<file path="config.mk">
export PLATFORM = sky130hd
export DESIGN_NAME = pipeline_job_feeder
export DESIGN_NICKNAME = d
export VERILOG_FILES = /design/src/rtl/pipeline_job_feeder_pkg.sv /design/src/rtl/pipeline_job_feeder_result_accumulator.sv /design/src/rtl/pipeline_job_feeder.sv
export SDC_FILE = /design/constraint.sdc
export NUM_CORES = 1
export LEC_CHECK = 0
export BUFFER_PORTS_ARGS = -buffer_cell sky130_fd_sc_hd__buf_4
export CORE_AREA = 2 2 248 250
export DETAILED_ROUTE_END_ITERATION = 7
export DIE_AREA = 0 0 250 252
export HOLD_SLACK_MARGIN = 0.08
export MAX_ROUTING_LAYER = met4
export PLACE_DENSITY = 0.59
export SYNTH_ARGS = -nofsm -noshare
export SYNTH_HDL_FRONTEND = slang
export SYNTH_SLANG_ARGS = --single-unit
</file>
<file path="constraint.sdc">
create_clock -name clock -period 6.5 [get_ports clock]
set_input_delay 0.65 -clock clock [delete_from_list [all_inputs] [get_ports clock]]
set_output_delay 0.65 -clock clock [all_outputs]
set_load 0.01 [all_outputs]
</file>
<file path="src/rtl/pipeline_job_feeder_pkg.sv">
// pipeline_job_feeder_pkg: shared result-field layout, word width and FSM encoding
package pipeline_job_feeder_pkg;
    localparam int BOT_W = 128;
    localparam int SUMMED_LSB = 0;
    localparam int SUMMED_W = 38;
    localparam int PCOEFF_LSB = 38;
    localparam int PCOEFF_W = 3;
    typedef enum logic [2:0] {IDLE, SEND_TOP, SEND_BOTS, DRAIN, REPORT} feederState_t;
endpackage

</file>
<file path="src/rtl/pipeline_job_feeder_result_accumulator.sv">
// feeder_result_accumulator: splits kernel results, sums fields, counts replies, flags stray results
module feeder_result_accumulator
    import pipeline_job_feeder_pkg::*;
#(
    parameter int CNT_W = 32,
    parameter int SUM_W = 64,
    parameter int PC_W = 40
) (
    input  logic             clock,
    input  logic             rst,
    input  logic             clear,
    input  logic             resultFire,
    input  logic             haveOutstanding,
    input  logic [63:0]      result,
    output logic [CNT_W-1:0] received,
    output logic [CNT_W-1:0] receivedNext,
    output logic [SUM_W-1:0] sum,
    output logic [PC_W-1:0]  pcoeff,
    output logic             protocolError
);
    logic take;
    logic unusedDebug;
    assign take = resultFire && haveOutstanding;
    assign receivedNext = received + CNT_W'(take);
    assign unusedDebug = ^result[63:PCOEFF_LSB+PCOEFF_W];
    // accumulate only results that answer an issued bot; a new job restarts the totals
    always_ff @(posedge clock) begin
        if (rst || clear) begin
            received <= '0;
            sum <= '0;
            pcoeff <= '0;
        end else if (take) begin
            received <= receivedNext;
            sum <= sum + SUM_W'(result[SUMMED_LSB +: SUMMED_W]);
            pcoeff <= pcoeff + PC_W'(result[PCOEFF_LSB +: PCOEFF_W]);
        end
    end
    // a result with nothing outstanding is a kernel fault; it stays flagged until reset
    always_ff @(posedge clock) begin
        if (rst)
            protocolError <= 1'b0;
        else if (resultFire && !haveOutstanding)
            protocolError <= 1'b1;
    end
endmodule

</file>
<file path="src/rtl/pipeline_job_feeder.sv">
// pipeline_job_feeder: feeds a job's top word and bot stream to the pipeline kernel and totals its results
module pipeline_job_feeder
    import pipeline_job_feeder_pkg::*;
#(
    parameter int CNT_W = 32,
    parameter int MAX_OUTSTANDING = 64,
    parameter int SUM_W = 64,
    parameter int PC_W = 40
) (
    input  logic             clock,
    input  logic             rst,
    input  logic             job_valid,
    output logic             job_ready,
    input  logic [BOT_W-1:0] job_top,
    input  logic [CNT_W-1:0] job_bot_count,
    input  logic             bot_valid,
    output logic             bot_ready,
    input  logic [BOT_W-1:0] bot_data,
    output logic             k_ivalid,
    input  logic             k_oready,
    output logic             k_start_new_top,
    output logic [63:0]      k_bot_lower,
    output logic [63:0]      k_bot_upper,
    input  logic             k_ovalid,
    output logic             k_iready,
    input  logic [63:0]      k_result,
    output logic             done_valid,
    input  logic             done_ready,
    output logic [SUM_W-1:0] done_sum,
    output logic [PC_W-1:0]  done_pcoeff,
    output logic [CNT_W-1:0] done_bots,
    output logic             protocol_error
);
    feederState_t state, nextState;
    logic [BOT_W-1:0] topReg;
    logic [CNT_W-1:0] countReg, issued, issuedNext, received, receivedNext, outstanding;
    logic notFull, jobFire, issueFire, resultFire;

    assign outstanding = issued - received;
    // one extra bit so a window of exactly 2^CNT_W still compares correctly
    assign notFull = {1'b0, outstanding} < (CNT_W+1)'(MAX_OUTSTANDING);
    assign jobFire = job_valid && job_ready;
    assign issueFire = state == SEND_BOTS && k_ivalid && k_oready;
    assign resultFire = k_ovalid && k_iready;
    assign issuedNext = issued + CNT_W'(issueFire);
    assign done_bots = received;

    feeder_result_accumulator #(.CNT_W(CNT_W), .SUM_W(SUM_W), .PC_W(PC_W)) acc (
        .clock(clock),
        .rst(rst),
        .clear(jobFire),
        .resultFire(resultFire),
        .haveOutstanding(outstanding != '0),
        .result(k_result),
        .received(received),
        .receivedNext(receivedNext),
        .sum(done_sum),
        .pcoeff(done_pcoeff),
        .protocolError(protocol_error)
    );

    // state register
    always_ff @(posedge clock) state <= rst ? IDLE : nextState;

    // job registers and issue counter
    always_ff @(posedge clock) begin
        if (rst) begin
            topReg <= '0;
            countReg <= '0;
            issued <= '0;
        end else if (jobFire) begin
            topReg <= job_top;
            countReg <= job_bot_count;
            issued <= '0;
        end else if (issueFire) begin
            issued <= issuedNext;
        end
    end

    // next state; completion tests use the post-update counts so DRAIN can be skipped
    always_comb begin
        nextState = state;
        case (state)
            IDLE:      if (job_valid) nextState = job_bot_count == '0 ? REPORT : SEND_TOP;
            SEND_TOP:  if (k_oready) nextState = SEND_BOTS;
            SEND_BOTS: if (issuedNext == countReg) nextState = receivedNext == countReg ? REPORT : DRAIN;
            DRAIN:     if (receivedNext == countReg) nextState = REPORT;
            REPORT:    if (done_ready) nextState = IDLE;
            default:   nextState = IDLE;
        endcase
    end

    // handshake outputs, all quiet during reset; bot data passes straight through
    always_comb begin
        job_ready = !rst && state == IDLE;
        k_start_new_top = !rst && state == SEND_TOP;
        bot_ready = !rst && state == SEND_BOTS && k_oready && notFull;
        k_ivalid = k_start_new_top || (!rst && state == SEND_BOTS && bot_valid && notFull);
        k_iready = !rst && state != REPORT;
        done_valid = !rst && state == REPORT;
        {k_bot_upper, k_bot_lower} = k_start_new_top ? topReg : bot_data;
    end
endmodule
</file>
==> impl_metrics.json <==
{
  "die_y_um": 252,
  "dr.first_iter.drc_count": 1958,
  "cts_tree": "done",
  "post_drt_wl_per_cell_um": 22.19,
  "post-layout-total-power_mw": 6.556,
  "core_area_um2": 60130,
  "floorplan.die_area_um2": 63000,
  "finalNonFillerCells": 4302,
  "worst-path-max-fanout": 3,
  "worst_slew_margin_rel": 0.2592,
  "clock-root-buffer": "sky130_fd_sc_hd__clkbuf_16",
  "worst_skew_pair.late_latency_ns": 0.58,
  "ctsHoldBuffers": 0,
  "worst_setup_hold_path_clk_slew_ns": 0.06,
  "multi_input_comb_area_um2": 14300,
  "synth_area_per_cell_um2": 7.817,
  "synth_enable_flop_cells": 0,
  "grt_util_all_layers": 0.2967,
  "cp_slowest_cell": "sky130_fd_sc_hd__or4b_4",
  "number_of_nets_at_the_end_of_the_flow": 3923,
  "place.detailed.hpwl_um": 74530,
  "synthToLayoutAreaGrowth_pct": 42.22,
  "yosys-top-cells-area": "sky130_fd_sc_hd__dfxtp_1 (31%), sky130_fd_sc_hd__nand2_1 (9.1%), sky130_fd_sc_hd__mux2_2 (6.9%)",
  "die_x_extent_um": 250,
  "gp_congestion": 0.9980,
  "dr_total_vias": 23640,
  "final_std_cell_area_no_fill_um2": 30300,
  "drtPass1Iterations": 5,
  "detail-route-antenna-nets": 0,
  "grt_remaining_overflow": 0,
  "post-synth-top-area-cell": "sky130_fd_sc_hd__dfxtp_1",
  "worst_hold_path_type": "in -> reg",
  "initial_util": 0.3542,
  "critical_path.startpoint_type": "flip-flop",
  "synth_top_area_share": 0.3120,
  "max-vdd-ir-drop_uv": 192.2,
  "max_freq_mhz": 154.8,
  "setup_viol_count_final": 0,
  "rsz_0062_raised_after_global_routing": "yes",
  "ctsLongestPathBuffers": 3,
  "worst_slew_pin_slew_ns": 1.109,
  "synth.net_count": 3163,
  "routed_wirelength_um": 95470,
  "drc": 0,
  "hold_violations": 0,
  "timing.critical_path.arrival_ns": 6.96,
  "cts.sink_count": 332,
  "synth.lib_cells_used.distinct": 86,
  "number_of_antenna_violations_at_the_first_check_in_global_routing": 3,
  "crit_path_end_kind": "flip-flop",
  "crit_cells": 28,
  "run_status": "finished, final reports clean",
  "syn_inst": 2725,
  "h-tree-depth": 2,
  "critPathKind": "reg -> reg",
  "postSynth.topFlopCell": "sky130_fd_sc_hd__dfxtp_1",
  "netlist_top_cells_count": "sky130_fd_sc_hd__nand2_1 (515), sky130_fd_sc_hd__dfxtp_1 (332), sky130_fd_sc_hd__a21oi_1 (182)",
  "finClkSkew_ns": 0.02589,
  "pwr_density_cell_nw_per_um2": 216.4,
  "r2r_setup_slack_ns": 0.04,
  "layout_cells_sized_above_1": 0.3417,
  "storage_cell_area_um2": 6654,
  "place_area_um2": 28100,
  "cts_inserted_buffers": 43,
  "grt_pass1_wl_um": 139800,
  "synth_seq_cells": 332,
  "synth.yosys.seq_area_share": 0.3120,
  "p_leak_nw": 13.69,
  "placedCellCount": 4197,
  "boundaryPins": 630,
  "critical_path.max_stage_delay_ns": 0.52,
  "synth_warnings": 0,
  "timing.reg2reg.worst_path_depth": 28,
  "grt_max_degree": 131,
  "drv_cap": 0,
  "cell_area_after_technology_mapping_um2": 21300,
  "timing.final.crit_period_ns": 6.461,
  "vias_in_the_first_global_route": 22380,
  "finalMaxSlewViolations": 0,
  "top_count_cell_post_synth": "sky130_fd_sc_hd__nand2_1",
  "worst_ep_required_time_ns": 6.99,
  "min_period_over_period": 0.9940,
  "timing.hold.ws_ns": 0.2492,
  "rows": 90,
  "ys_async_sr_fraction": 0,
  "nFillCells": 5881,
  "critPathBufInv": 5,
  "io_buffers": 606,
  "critical-path-top-delay-family": "simple AND/OR/NAND/NOR gates",
  "per_cell_via_count_in_the_routed_design": 5.494,
  "hold-path-cell-count": 3
}
## final timing paths
check | from | end
max | acc.received[1]$_SDFFE_PP0P_ | state[0]$_SDFFE_PP0P_
min | job_top[5] | topReg[5]$_SDFFE_PP0P_
max reg2reg | acc.received[1]$_SDFFE_PP0P_ | state[0]$_SDFFE_PP0P_
min reg2reg | topReg[17]$_SDFFE_PP0P_ | topReg[17]$_SDFFE_PP0P_
## registers in the layout, summed over array words and instances (netlist names)
name and cells:
issued 32, acc.protocolError 1, state 3, acc.received 32, acc.sum 64, topReg 128, countReg 32, acc.pcoeff 40
## placed cells by master, fill, tap and decap left out, drive strengths merged, types with 76 or more instances in the layout
cell type	instances
nand3	95
dfxtp	332
o21ai	109
buf	881
xnor2	109
inv	76
ha	76
nand2	515
a21oi	183
nand3b	165
nor2	125
mux2	130
## final cells by class
type | count | area share
Antenna cell | 2 | 0.0001652
Clock buffer | 58 | 0.04002
Sequential cell | 332 | 0.2196
Multi-Input combinational cell | 2153 | 0.4721
Inverter | 74 | 0.009169
Tap cell | 782 | 0.03230
Clock inverter | 20 | 0.007599
Timing Repair Buffer | 881 | 0.2190
## power breakdown
part           internal, mW  switching (mW)
Combinational         0.764           0.895
Clock                  1.47            1.01
Sequential             2.24           0.178
## layer usage
| metal | up-vias | global-route usage | wire length (µm) |
|---|---|---|---|
| li1 | 11230 | - | - |
| met3 | 154 | 0.06128 | 6954 |
| met4 | 0 | 0.09170 | 3351 |
| met2 | 896 | 0.4791 | 44700 |
| met1 | 11360 | 0.3726 | 40470 |
| met5 | - | - | 0 |
## cells by family (layout without fill, tap and decap cells)
kind of cell / Yosys count / after routing / synth area share
xor+xnor: 167 / 167 / 0.06866
fa+ha+maj: 79 / 79 / 0.04746
buf+inv: 240 / 1033 / 0.04382
compound gates: 515 / 515 / 0.1535
mux: 146 / 146 / 0.07624
simple gates: 1246 / 1246 / 0.2983
other cells: 0 / 2 / 0
flops: 332 / 332 / 0.3120
## per-stage QoR
stage	TNS [ns]	util	worst slack (ns)
floorplan	0	-	0.2102
global placement	-0.8333	0.4672	-0.3407
detailed placement	-1.177	0.4672	-0.4611
CTS	-0.0001030	0.4949	-0.0001030
global route	-0.5237	0.5038	-0.2233
finish	0	0.5038	0.03924
## tightest hold or removal path: stages
cell                      delay, ns
sky130_fd_sc_hd__buf_4         0.08
sky130_fd_sc_hd__nand2_1       0.04
sky130_fd_sc_hd__nand2_1       0.04
## what timing repair did
item / in CTS / in global routing
gates resized for setup: 21 / 86
buffers inserted: 17 / 9
pin swaps: 9 / 30
endpoints found under the setup margin: 3 / 5
(Power assumes the default switching activity.)
